===== config.mk =====
export PLATFORM = sky130hd
export DESIGN_NAME = io_frame_bridge
export DESIGN_NICKNAME = d
export VERILOG_FILES = /design/src/rtl/io_frame_pkg.sv /design/src/rtl/io_retime_reg.sv /design/src/rtl/io_frame_bridge.sv
export SDC_FILE = /design/constraint.sdc
export NUM_CORES = 1
export LEC_CHECK = 0
export ABC_AREA = 1
export BUFFER_PORTS_ARGS = -buffer_cell sky130_fd_sc_hd__buf_2
export CORE_MARGIN = 2
export CORE_UTILIZATION = 48
export CTS_BUF_LIST = sky130_fd_sc_hd__clkbuf_16
export DETAILED_ROUTE_END_ITERATION = 10
export PLACE_DENSITY = 0.78
export SETUP_SLACK_MARGIN = 0.02
export SYNTH_ARGS = -nofsm -noshare
export SYNTH_HDL_FRONTEND = slang
export SYNTH_SLANG_ARGS = --single-unit

===== constraint.sdc =====
create_clock -name clk -period 1.6 [get_ports clk]
set_input_delay 0.24 -clock clk [delete_from_list [all_inputs] [get_ports clk]]
set_output_delay 0.24 -clock clk [all_outputs]
set_load 0.03 [all_outputs]

===== src/rtl/io_frame_pkg.sv =====
// io_frame_pkg: shared types and constants for the pad/core frame bridge.
//   state_e      - bridge FSM states (IDLE=0, RECV=1, WAIT=2, OUT=3)
//   ERR_W        - width of the sticky error flag vector
//   ERR_OVERLEN  - bit index: beat arrived after the frame was already full
//   ERR_PROTO    - bit index: pad beat or core result arrived in the wrong phase
//   ERR_TIMEOUT  - bit index: core never answered within the timeout window
package io_frame_pkg;

  typedef enum logic [1:0] {
    ST_IDLE = 2'd0,
    ST_RECV = 2'd1,
    ST_WAIT = 2'd2,
    ST_OUT  = 2'd3
  } state_e;

  localparam int ERR_W       = 3;
  localparam int ERR_OVERLEN = 0;
  localparam int ERR_PROTO   = 1;
  localparam int ERR_TIMEOUT = 2;

endpackage


===== src/rtl/io_retime_reg.sv =====
// io_retime_reg: W-bit retiming register with a valid-gated load.
//   clk        in   1   rising-edge clock
//   clr_n_i    in   1   synchronous clear, active low (clears data and valid)
//   load_i     in   1   capture d_i this cycle; also becomes valid_o next cycle
//   d_i        in   W   data to capture
//   q_o        out  W   registered data
//   valid_o    out  1   registered copy of load_i
// ZERO_IDLE=0: q_o holds its value on cycles without a load.
// ZERO_IDLE=1: q_o returns to 0 on cycles without a load, so the data bus
//              is only non-zero while valid_o is high.
module io_retime_reg #(
  parameter int W         = 8,
  parameter bit ZERO_IDLE = 1'b0
) (
  input  logic         clk,
  input  logic         clr_n_i,
  input  logic         load_i,
  input  logic [W-1:0] d_i,
  output logic [W-1:0] q_o,
  output logic         valid_o
);

  logic [W-1:0] data_q;
  logic         valid_q;

  always_ff @(posedge clk) begin
    if (!clr_n_i) begin
      data_q  <= '0;
      valid_q <= 1'b0;
    end else begin
      valid_q <= load_i;
      if (load_i) begin
        data_q <= d_i;
      end else if (ZERO_IDLE) begin
        data_q <= '0;
      end
    end
  end

  assign q_o     = data_q;
  assign valid_o = valid_q;

endmodule


===== src/rtl/io_frame_bridge.sv =====
// io_frame_bridge: retiming and protocol bridge between chip pads and the core.
// Registers pad inputs toward the core and core results toward the pads, frames
// pad_in_valid bursts and supervises the core's response.
//   clk, rst_n       clock and synchronous active-low reset
//   pad_in_valid/data    raw pad input beat
//   core_in_valid/data   registered beat to core (1 cycle latency, data holds)
//   core_out_valid/data  raw core result beat
//   pad_out_valid/data   registered result to pads (1 cycle, data 0 when idle)
//   busy                 FSM is not in IDLE
//   err_flags            sticky [0] overlen, [1] proto, [2] timeout
//   err_clr              clears err_flags; a simultaneous new error wins
// Handshake: both directions are valid-only streams with no back-pressure.
// A beat is transferred on any rising edge where its valid is high and the
// FSM is in the phase that accepts it; out-of-phase beats are discarded and
// reported through err_flags instead of stalling anyone.
module io_frame_bridge
  import io_frame_pkg::*;
#(
  parameter int IN_W      = 17,
  parameter int OUT_W     = 16,
  parameter int FRAME_LEN = 8,
  parameter int TIMEOUT   = 100
) (
  input  logic             clk,
  input  logic             rst_n,
  input  logic             pad_in_valid,
  input  logic [IN_W-1:0]  pad_in_data,
  output logic             core_in_valid,
  output logic [IN_W-1:0]  core_in_data,
  input  logic             core_out_valid,
  input  logic [OUT_W-1:0] core_out_data,
  output logic             pad_out_valid,
  output logic [OUT_W-1:0] pad_out_data,
  output logic             busy,
  output logic [ERR_W-1:0] err_flags,
  input  logic             err_clr
);

  localparam int BW = $clog2(FRAME_LEN + 1);
  localparam int TW = $clog2(TIMEOUT);
  localparam logic [BW-1:0] BEAT_MAX = BW'(FRAME_LEN);
  localparam logic [TW-1:0] TO_MAX   = TW'(TIMEOUT - 1);

  state_e           state_q, state_d;
  logic [BW-1:0]    beat_q, beat_d;
  logic [TW-1:0]    to_q, to_d;
  logic [ERR_W-1:0] err_q, err_d, err_set;
  logic             fwd_in, fwd_out;

  always_ff @(posedge clk) begin
    if (!rst_n) begin
      state_q <= ST_IDLE;
      beat_q  <= '0;
      to_q    <= '0;
      err_q   <= '0;
    end else begin
      state_q <= state_d;
      beat_q  <= beat_d;
      to_q    <= to_d;
      err_q   <= err_d;
    end
  end

  // Decisions use the current state only, so a beat arriving on the cycle the
  // FSM drops back to IDLE is still judged in WAIT/OUT and flagged as proto.
  always_comb begin
    state_d = state_q;
    beat_d  = beat_q;
    to_d    = to_q;
    fwd_in  = 1'b0;
    fwd_out = 1'b0;
    err_set = '0;
    case (state_q)
      ST_IDLE: begin
        if (pad_in_valid) begin
          state_d = ST_RECV;
          beat_d  = BW'(1);
          fwd_in  = 1'b1;
        end
        if (core_out_valid) err_set[ERR_PROTO] = 1'b1;
      end
      ST_RECV: begin
        if (pad_in_valid) begin
          if (beat_q == BEAT_MAX) begin
            // Frame already full: drop the beat, counter stays saturated.
            err_set[ERR_OVERLEN] = 1'b1;
          end else begin
            beat_d = beat_q + BW'(1);
            fwd_in = 1'b1;
          end
        end else begin
          state_d = ST_WAIT;
          to_d    = '0;
        end
        if (core_out_valid) err_set[ERR_PROTO] = 1'b1;
      end
      ST_WAIT: begin
        if (pad_in_valid) err_set[ERR_PROTO] = 1'b1;
        // A result arriving on the expiry cycle still counts as on time.
        if (core_out_valid) begin
          state_d = ST_OUT;
          fwd_out = 1'b1;
        end else if (to_q == TO_MAX) begin
          state_d              = ST_IDLE;
          err_set[ERR_TIMEOUT] = 1'b1;
        end else begin
          to_d = to_q + TW'(1);
        end
      end
      ST_OUT: begin
        if (pad_in_valid) err_set[ERR_PROTO] = 1'b1;
        if (core_out_valid) fwd_out = 1'b1;
        else                state_d = ST_IDLE;
      end
      default: state_d = ST_IDLE;
    endcase
    err_d = err_set | (err_clr ? '0 : err_q);
  end

  io_retime_reg #(.W(IN_W), .ZERO_IDLE(1'b0)) u_in_reg (
    .clk     (clk),
    .clr_n_i (rst_n),
    .load_i  (fwd_in),
    .d_i     (pad_in_data),
    .q_o     (core_in_data),
    .valid_o (core_in_valid)
  );

  io_retime_reg #(.W(OUT_W), .ZERO_IDLE(1'b1)) u_out_reg (
    .clk     (clk),
    .clr_n_i (rst_n),
    .load_i  (fwd_out),
    .d_i     (core_out_data),
    .q_o     (pad_out_data),
    .valid_o (pad_out_valid)
  );

  assign busy      = (state_q != ST_IDLE);
  assign err_flags = err_q;

endmodule


Word level (Yosys, flattened, before mapping)
Cells that the tools add are included.
{"block": "totals", "out_inout_bits": 39, "ff_bits": 51, "in_bits": 38, "word_cells": 62}
{"block": "classes", "n_bitwise": 1, "mux": 28, "reduce_logical": 10, "n_eq_ne": 13, "addsub": 2}
{"cell": "$mux W7", "n": 3}
{"cell": "$ne A2 B2 Y1 const B", "n": 7}
{"cell": "$pmux W7 S2", "n": 1}
{"cell": "$mux W4", "n": 3}
{"cell": "$reduce_and A4 Y1", "n": 3}
{"cell": "$mux W1", "n": 11}
{"cell": "$mux W2", "n": 5}
{"cell": "$pmux W2 S4", "n": 1}
{"cell": "$pmux W4 S2", "n": 1}
{"cell": "$add A7 B1 Y7 const B", "n": 1}
{"cell": "$eq A7 B7 Y1 const B", "n": 1}
{"cell": "$reduce_bool A2 Y1", "n": 3}
{"cell": "$add A4 B1 Y4 const B", "n": 1}
{"cell": "$eq A2 B2 Y1 const B", "n": 2}
{"cell": "$eq A4 B4 Y1 const B", "n": 1}
{"cell": "$pmux W1 S2", "n": 2}
{"cell": "$reduce_or A2 Y1", "n": 2}
{"cell": "$mux W3", "n": 1}
{"cell": "$ne A3 B3 Y1 const B", "n": 1}
{"cell": "$or A3 B3 Y3", "n": 1}
{"cell": "$eq A2 B1 Y1 const B", "n": 1}
{"cell": "$logic_not A2 Y1", "n": 1}
{"cell": "$reduce_and A2 Y1", "n": 1}

Longest topological paths before layout
Gate-level depths: netlist of the first run.
{"block": "depth", "word_depth": 5, "depth_mapped": 11, "ltp_nobuf": 11}

Modules after synthesis
From an unflattened synthesis of the first run, not the netlist that was laid out.
{"block": "hier_totals", "hier_cells": 324, "area_unflattened_um2": 2298.5}
{"mod": "io_frame_bridge", "instances": 1, "seq_area_each_um2": 320.3, "cells_per_inst": 161, "area_per_inst_um2": 1042.2}
{"mod": "io_retime_reg (u_in_reg)", "instances": 1, "seq_area_each_um2": 360.3, "cells_per_inst": 111, "area_per_inst_um2": 747.0}
{"mod": "io_retime_reg (u_out_reg)", "instances": 1, "seq_area_each_um2": 340.3, "cells_per_inst": 52, "area_per_inst_um2": 509.2}

Worst setup path before layout of the first run
No wires, ideal clock.
{"block": "synth_path", "path_type": "reg2reg", "startpoint": "register beat_q[0]", "endpoint": "register u_in_reg.data_q[10], in the netlist u_in_reg.q_o[10]", "path_slack_ns": 0.185, "setup_ns": 0.116, "path_stages_with_launch": 11, "arrival_ns": 1.299, "period_less_slack_ns": 1.415, "required_ns": 1.484, "path_buffers": 2, "path_cell_list": "dfxtp_1 -> inv_1 -> ha_1 -> nand2_1 -> nor2_4 -> nand2_1 -> nand2_1 -> buf_4 -> buf_4 -> o21ai_0 -> nor2_1"}
{"block": "synth_via", "elab_chain_len": 4}
{"item": "start: declaration", "line_no": "io_frame_bridge.sv:45", "source": "logic [BW-1:0] beat_q, beat_d;"}
{"item": "start signal: assignment", "line_no": "io_frame_bridge.sv:58", "source": "beat_q <= beat_d;"}
{"item": "$eq A4 B4 Y1", "line_no": "io_frame_bridge.sv:84", "source": "if (beat_q == BEAT_MAX) begin"}
{"item": "$mux W1", "line_no": "io_frame_bridge.sv:84"}
{"item": "$mux W1", "line_no": "io_frame_bridge.sv:83", "source": "if (pad_in_valid) begin"}
{"item": "$pmux W1 S2", "line_no": "io_frame_bridge.sv:73", "source": "case (state_q)"}
{"item": "end signal: assignment", "line_no": "io_retime_reg.sv:33", "source": "data_q <= d_i;"}
{"item": "end: declaration", "line_no": "io_retime_reg.sv:23", "source": "logic [W-1:0] data_q;"}
No other way between the ends.
A chain may end at the register's enable or synchronous reset.

Worst setup path in the final report of the first run
{"block": "layout_path", "startpoint": "register beat_q[1]", "endpoint": "register u_in_reg.data_q[8], in the netlist u_in_reg.q_o[8]"}
The elaborated chain is that of the path after synthesis.

==> results.txt, run 1 <==
Of the synthesized area, sequential elements account for 0.492. The die area came out at between 4000 and 5000 sq um. The number of buffers created by CTS came out at 5. In this run the worst hold path is classified as in2reg.

The number of antenna violations at the first check in global routing came out at 0. The routed wire length per instance came out at 10.9 um. The post-layout minimum cycle time came out at ~1500 ps. The power density relative to cell area came out at 1380 nW/um^2.

The maximum buffer depth of the clock tree came out at 2. For this design the static power due to leakage is between 1 and 1.5 nW. In the finished design, the share of the clock period the worst path needs comes to 0.922. The remaining max-slew budget at the tightest pin is 0.676. The total area of multi-input combinational cells is approximately 840 sq um. For this run, the detailed router's first-pass iteration total came to 4. Clock-pin slew was measured on the worst setup and hold paths at 70 ps. The type of destination of the critical path is a flop. The HPWL reported at the end of detailed placement came out at ~3.2 mm.

The H-tree was split into 2 levels. For this run, the top clock speed supported by timing is 678 MHz. The post-synthesis cell area came out at 2070 sq um. The final-stage net count is 401. Summing all flip-flop and latch instances after layout gives ~1000 sq um. The category of the critical setup timing path is reg2reg.

For the final database, setup skew stands at 3.00 ps. The x dimension of the die came out at 69.7 um. The critical path goes through inv_1 > ha_1 > nand2_1 > nor2_4 > nand2_1 > nand2_1 > inv_2 > buf_4 > nor2_1 > nor2_1. The data arrival time of the critical path came out at 1660 ps.

The pin count of the biggest net entering global routing came out at 25. The total wire length after detailed routing is 4.47 mm. The top fanout value on the critical path came out at 10. The number of buffers and inverters on the critical path is 3. The per-instance average area after synthesis is 7.40 sq um.

The slowest stage of the critical path belongs to the cell sky130_fd_sc_hd__dfxtp_1. The number of hold violations in the final report came out at 0. The wire length of the first global-routing pass is 7.49 mm.

Among the stages of the critical path, the cell type that occurs most often is sky130_fd_sc_hd__nand2_1. The post-route non-filler standard cell count came out at 411. On the critical path the largest part of the delay comes from simple AND/OR/NAND/NOR gates. Yosys instantiated no cell more often than sky130_fd_sc_hd__nor2_1. The number of fill cells in the layout is about 360. The share of async-settable or async-resettable flops after synthesis is 0. The die height came out at between 60 and 70 um.

The total of hold buffers inserted after clock tree synthesis is 0. The detail-routed via count per cell came out at 4.63. The number of slew-limit violations in the final report came out at 0.

The clock root buffer is sky130_fd_sc_hd__clkbuf_16. The floorplan step defined a core boundary enclosing 4090 sq um. The sum of internal, switching and leakage power came out at 3.71 mW. Of the cells placed in the final design, the portion with a size suffix greater than 1 is 0.291. The slew of the pin with the lowest slew margin came out at 486 ps. The total of endpoints with negative setup slack in the final report came out at 0. The worst-case vdd ir drop came out at 0.868 mV.

Setup repair after global routing left no endpoint under its margin. For this design the top-level I/O count stands at 77. The most used flip-flop cell after synthesis is sky130_fd_sc_hd__dfxtp_1. Sorting the synthesized cells by how often they occur yields sky130_fd_sc_hd__nor2_1 (75), sky130_fd_sc_hd__dfxtp_1 (51), sky130_fd_sc_hd__nand2_1 (42). The initial cell density of the core is 0.507.

The area added between synthesis and finish is 29.7%. The number of inserted diodes is 0. Ranked by total cell area, the synthesized netlist is headed by sky130_fd_sc_hd__dfxtp_1 (49%), sky130_fd_sc_hd__nor2_1 (14%), sky130_fd_sc_hd__nand2_1 (7.6%). The global placer's final weighted congestion came out at 0.903. The number of clock sinks seen by CTS is 51. The required time of the critical path came out at 1780 ps. The gate count after technology mapping is 280. The global-route usage over all layers came out at 0.189. The synthesized net count is 321. TritonCTS built the clock tree. The synthesized design contains 0 enable-type register cells. The number of input and output port buffers inserted is 76. The first routing iteration left 113 violations. The DRC violations left is 0. The total number of yosys warnings came out at 0. After global routing the overflow that remains totals 0.

The cell count after placement came out at 401. On the worst path, the slowest cell contributes a delay of 340 ps. The via count of the first global-routing pass came out at 1790. The worst setup path is launched from a flop.

The flow ran to the end, and the final reports show no timing, DRC or antenna violations. The share of the synthesized area in the top cell type is 0.492. The count of nets left with antenna violations after detail routing is 0. The number of violations of the max-capacitance limit is 0. The cell type with the highest aggregate area in the netlist is sky130_fd_sc_hd__dfxtp_1. Adding up every negative setup slack in the final design gives 0 ps. At the later pin of the worst-skew pair, clock insertion delay measures 290 ps. The flip-flop and latch count after synthesis came out at 51. After synthesis, the netlist uses 25 different library cells. The number of standard-cell rows in the floorplan came out at 23. Across all layers, the routed design uses 1903 vias.
registers in the layout, indices dropped and copies added, names as in the netlist:
| name | flops |
|---|---|
| u_out_reg.q_o | 16 |
| state_q | 2 |
| u_in_reg.valid_o | 1 |
| to_q | 7 |
| err_flags | 3 |
| u_in_reg.q_o | 17 |
| u_out_reg.valid_o | 1 |
| beat_q | 4 |
through the flow:
stage          setup WS [ps]  utilization  hold WS (ps)  cell area (sq um)
6_report                 125        0.658           158               2690
5_1_grt                 24.4        0.658           154               2690
4_1_cts                 86.8        0.653           152               2670
3_5_place_dp             147        0.611           454               2500
3_3_place_gp             204        0.611           452               2500
2_1_floorplan            185            -           352               2070
path summary, 6_finish.rpt:
| path | from | to | slack (ps) | depth (start not counted) |
|---|---|---|---|---|
| max | beat_q[1] | u_in_reg.q_o[8] | 120 | 10 |
| min | core_out_data[2] | u_out_reg.q_o[2] | 160 | 3 |
| max reg2reg | beat_q[1] | u_in_reg.q_o[8] | 120 | 10 |
| min reg2reg | beat_q[0] | beat_q[0] | 460 | 1 |
layout by cell type, fill, tap and decap left out:
cell type                    synthesis  layout
sky130_fd_sc_hd__buf_2               6      76
sky130_fd_sc_hd__nor2_1             75      75
sky130_fd_sc_hd__dfxtp_1            51      50
sky130_fd_sc_hd__nand2_1            42      42
sky130_fd_sc_hd__inv_1              35      34
sky130_fd_sc_hd__o21ai_0            20      18
sky130_fd_sc_hd__nand3_1            13      13
sky130_fd_sc_hd__a21oi_1            11      11
sky130_fd_sc_hd__buf_4               3       6
sky130_fd_sc_hd__clkbuf_16           0       5
sky130_fd_sc_hd__inv_2               3       4
sky130_fd_sc_hd__nand4_1             3       3
sky130_fd_sc_hd__ha_1                3       3
sky130_fd_sc_hd__nor2_4              2       2
sky130_fd_sc_hd__inv_6               1       2
sky130_fd_sc_hd__o21ai_1             0       2
sky130_fd_sc_hd__nor3_1              2       2
sky130_fd_sc_hd__nor2_2              1       1
sky130_fd_sc_hd__or2_4               1       1
sky130_fd_sc_hd__nand2_4             1       1
sky130_fd_sc_hd__nor2_8              1       1
sky130_fd_sc_hd__nand2_8             1       1
sky130_fd_sc_hd__o211ai_1            1       1
sky130_fd_sc_hd__a22oi_1             1       1
sky130_fd_sc_hd__xnor2_1             1       1
sky130_fd_sc_hd__or2_2               1       1
sky130_fd_sc_hd__dfxtp_2             0       1
sky130_fd_sc_hd__bufinv_16           0       1
sky130_fd_sc_hd__clkinvlp_4          0       1
sky130_fd_sc_hd__buf_6               0       1
worst register-to-register path: cells and delay by family, from the launching register on:
family / cells / cell delay, ps
buffers and inverters: 3 / 340
adder cells (fa/ha/maj): 1 / 150
flip-flops: 1 / 340
AND/OR/NAND/NOR: 6 / 540
repair_timing:
| item | CTS | global route |
|---|---|---|
| resized for setup | 0 | 5 |
| endpoints found under the setup margin | 0 | 18 |
| setup buffers | 0 | 2 |
layer usage:
metal,vias to the layer above,wire length (um),global-route usage,share of wire
li1,1014,-,-,-
met1,819,2000,0.222,0.45
met2,64,2100,0.325,0.47
met3,6,309,0.0465,0.069
met4,0,73,0.0876,0.016
met5,-,0,0,0
where the power goes:
group          internal (mW)  total [mW]  switching [mW]
Combinational          0.321       0.969           0.647
Sequential              1.41        1.53           0.115
Clock                  0.743        1.22           0.472
Total                   2.48        3.71            1.23
kinds of logic after synthesis:
group	synth area share
adder cells (fa/ha/maj)	0.0181
buffers and inverters	0.100
flip-flops	0.492
AO/OA/AOI/OAI	0.0821
AND/OR/NAND/NOR	0.303
XOR/XNOR	0.00423
layout make-up:
type,instances,area share
Sequential cell,51,0.380
Multi-Input combinational cell,180,0.314
Timing Repair Buffer,83,0.162
Inverter,39,0.0563
Clock buffer,5,0.0465
Tap cell,50,0.0233
Clock inverter,3,0.0172
(Power assumes the default switching activity.)
==> inputs of run 2 (changes only) <==
--- a/config.mk
+++ b/config.mk
@@ -6,12 +6,12 @@
 export NUM_CORES = 1
 export LEC_CHECK = 0
 export ABC_AREA = 1
-export BUFFER_PORTS_ARGS = -buffer_cell sky130_fd_sc_hd__buf_2
 export CORE_MARGIN = 2
-export CORE_UTILIZATION = 48
+export CORE_UTILIZATION = 61
 export CTS_BUF_LIST = sky130_fd_sc_hd__clkbuf_16
 export DETAILED_ROUTE_END_ITERATION = 10
-export PLACE_DENSITY = 0.78
+export DONT_BUFFER_PORTS = 1
+export PLACE_DENSITY = 0.77
 export SETUP_SLACK_MARGIN = 0.02
 export SYNTH_ARGS = -nofsm -noshare
 export SYNTH_HDL_FRONTEND = slang
==> results.txt, run 2 (synthesis gave the netlist of run 1 again) <==
Result of the run: finished, final reports clean (unchanged). The die area is 3880 sq um (was 4860 sq um). The floorplan core area is 3310 sq um (was 4090 sq um). The met1 capacity usage during global routing came out at 0.235 (was 0.222). The met2 track demand over resource is 0.325 (about the same). The latest clock arrival within the worst-skew pair is 290 ps (about the same).

The number of clock sinks seen by CTS came out at 51 (unchanged). Cell-by-cell listing of the critical path: inv_1 > ha_1 > nand2_1 > nor2_4 > nand2_1 > nand2_1 > buf_4 > o21ai_0 > nor2_1 (was inv_1 > ha_1 > nand2_1 > nor2_4 > nand2_1 > nand2_1 > inv_2 > buf_4 > nor2_1 > nor2_1). The flip-flop count of the largest register after layout is 17 (unchanged). Most frequent cells in the layout: sky130_fd_sc_hd__nor2_1 (75), sky130_fd_sc_hd__dfxtp_1 (49), sky130_fd_sc_hd__nand2_1 (42) (was sky130_fd_sc_hd__buf_2 (76), sky130_fd_sc_hd__nor2_1 (75), sky130_fd_sc_hd__dfxtp_1 (50)). The standard cell with the maximum stage delay on the critical path is sky130_fd_sc_hd__dfxtp_1 (unchanged). The proportion of layout cells with a drive suffix above 1 is 0.0890 (was 0.291).

Setup repair after global routing missed its margin: yes (was no). The via count of the first global-routing pass came out at 1470 (was 1790). The number of iterations in the first detailed-routing pass is 4 (unchanged). The most utilized layer in the global route result is met2 (unchanged). The global placer's final weighted congestion came out at 0.879 (was 0.903). The slew of the pin with the lowest slew margin is 432 ps (was 486 ps). The total wire length after detailed routing is 3.73 mm (was 4.47 mm). The number of cells on the worst hold path came out at 2 (was 3). The sum of overflow across all layers after global routing is 0 (unchanged).

The number of inserted diodes came out at 0 (unchanged). The detail-routed via count per cell came out at 5.02 (was 4.63). The post-layout minimum cycle time came out at 1470 ps (was 1480 ps).

The total negative slack for setup checks is 0 ps (unchanged). The clock-pin slew on the worst setup and hold paths came out at 70 ps (about the same). The overall via count from detail_route was 1643 (was 1903).

The DRC violations left came out at 0 (unchanged). The post-detailed-placement cell area is 2110 sq um (was 2500 sq um). The routed wire length per instance came out at 11.4 um (was 10.9 um). The sink of the worst hold path is err_flags[1] (was u_out_reg.q_o[2]).

The number of buffers and inverters on the critical path came out at 2 (was 3). The number of input and output port buffers inserted is 0 (was 76). The cell occurring most often along the worst timing path is sky130_fd_sc_hd__nand2_1 (unchanged). The x dimension of the die was 62.3 um (was 69.7 um). The type of destination of the critical path is a flop (unchanged). The I/O pin count came to 77 (unchanged). The cell depth of the worst flop-to-flop path is 9 (was 10). The maximum buffer depth of the clock tree is 2 (unchanged). The power density relative to cell area came out at 1500 nW/um^2 (was 1380 nW/um^2). The minimum setup slack among reg-to-reg paths came to 130 ps (was 120 ps).

The wire length of the first global-routing pass came to 6.17 mm (was 7.49 mm). The worst clock skew came out at 4.09 ps (was 3.00 ps). The remaining max-slew budget at the tightest pin came to 0.712 (was 0.676). The core occupancy in the finished layout is 0.682 (was 0.658). The most common cell after layout, fill and taps aside is sky130_fd_sc_hd__nor2_1 (was sky130_fd_sc_hd__buf_2). The area of all placed cells without fillers came out at 2260 sq um (was 2690 sq um). The count of nets left with antenna violations after detail routing came out at 0 (unchanged). The top fanout value on the critical path is 19 (was 10).

The critical path's top delay family is flip-flops (was simple AND/OR/NAND/NOR gates). The origin of the worst min-delay path is rst_n (was core_out_data[2]). The leakage power is 1.03 nW (was 1.40 nW). The worst-case vdd ir drop came out at 1.00 mV (was 0.868 mV). The total of endpoints with negative setup slack in the final report was 0 (unchanged). The depth of the CTS H-tree came out at 2 (unchanged). The final cycle utilization of the critical path is 0.916 (was 0.922). The HPWL reported at the end of detailed placement came to 2.67 mm (was 3.20 mm). The global-route usage over all layers is 0.200 (was 0.189).

The initial DRC count came to 72 (was 113). The number of antenna violations at the first check in global routing is 0 (unchanged). The die height is 62.3 um (was 69.7 um). The count of buffers added by post-CTS timing repair for setup was 0 (unchanged). The number of hold violations in the final report came out at 0 (unchanged). The clock root buffer is sky130_fd_sc_hd__clkbuf_16 (unchanged). The number of slew-limit violations in the final report is 0 (unchanged). The initial cell density of the core is 0.626 (was 0.507). The sum of internal, switching and leakage power came to 3.40 mW (was 3.71 mW).

The pin count of the biggest net entering global routing came out at 26 (was 25). The area added between synthesis and finish came to 8.87% (was 29.7%). The worst reg2reg path startpoint was beat_q[0] (was beat_q[1]). The timing-limited maximum frequency came to 682 MHz (was 678 MHz).

The required time of the critical path came out at 1780 ps (about the same). The number of standard-cell rows in the floorplan is 21 (was 23). The total of hold buffers inserted after clock tree synthesis is 0 (unchanged). The startpoint kind of the worst setup timing path is a flop (unchanged). The end of the worst register-to-register path is u_in_reg.q_o[0] (was u_in_reg.q_o[8]).

The largest stage delay on the critical path is 370 ps (was 340 ps). The global routing met3 resource utilization is 0.0670 (was 0.0465). The data arrival time of the critical path is 1650 ps (was 1660 ps). The CTS tree is yes (unchanged). The worst hold-check path type is in2reg (unchanged).

The category of the critical setup timing path is reg2reg (unchanged). The number of violations of the max-capacitance limit is 0 (unchanged). The number of buffers created by CTS came out at 5 (unchanged).

The final-stage net count came out at 321 (was 401).
-- run 2: cell types whose count changed in the layout (fill, tap and decap cells not counted), sizes merged --
cell	change
buf	-80
inv	+1
bufinv	-1
-- run 2: worst max path at each step --
stage | start | end | slack [ps] | cells after the start
2_1_floorplan | beat_q[0] | u_in_reg.q_o[10] | 190 | 10
3_3_place_gp | beat_q[0] | beat_q[0] | 170 | 10
3_5_place_dp | beat_q[0] | beat_q[0] | 140 | 10
4_1_cts | beat_q[0] | beat_q[0] | 120 | 10
5_1_grt | beat_q[0] | u_in_reg.q_o[0] | 7 | 9
6_report | beat_q[0] | u_in_reg.q_o[0] | 130 | 9
-- run 2: what timing repair did --
action	CTS	global route
resized for setup	0	7
endpoints found under the hold margin	0	0
setup endpoints to repair	0	11
-- run 2: area by class of cell --
type                    instances  area, sq um
fillers                       290         1050
flip-flops and latches         51         1020
multi-input cells             180          845
inverters                      39          151
clock buffers                   5          125
well taps                      46         57.6
repair buffers                  3         35.0
clock inverters                 3         20.0
-- run 2: routing by layer --
metal,part of all wire,routed length [um]
met1,0.44,1650
met2,0.46,1720
met3,0.073,274
met4,0.023,85
met5,0,0
-- run 2: power breakdown --
group | internal, mW | switching, mW
Clock | 0.579 | 0.457
Combinational | 0.230 | 0.414
Sequential | 1.42 | 0.299
Total | 2.23 | 1.17
-- run 2: metrics by stage --
stage	cells	hold WS, ps	setup WS (ps)
2_1_floorplan	280	352	185
3_3_place_gp	319	343	172
3_5_place_dp	319	348	137
4_1_cts	327	49.3	121
5_1_grt	327	55.2	6.79
6_report	327	55.8	134
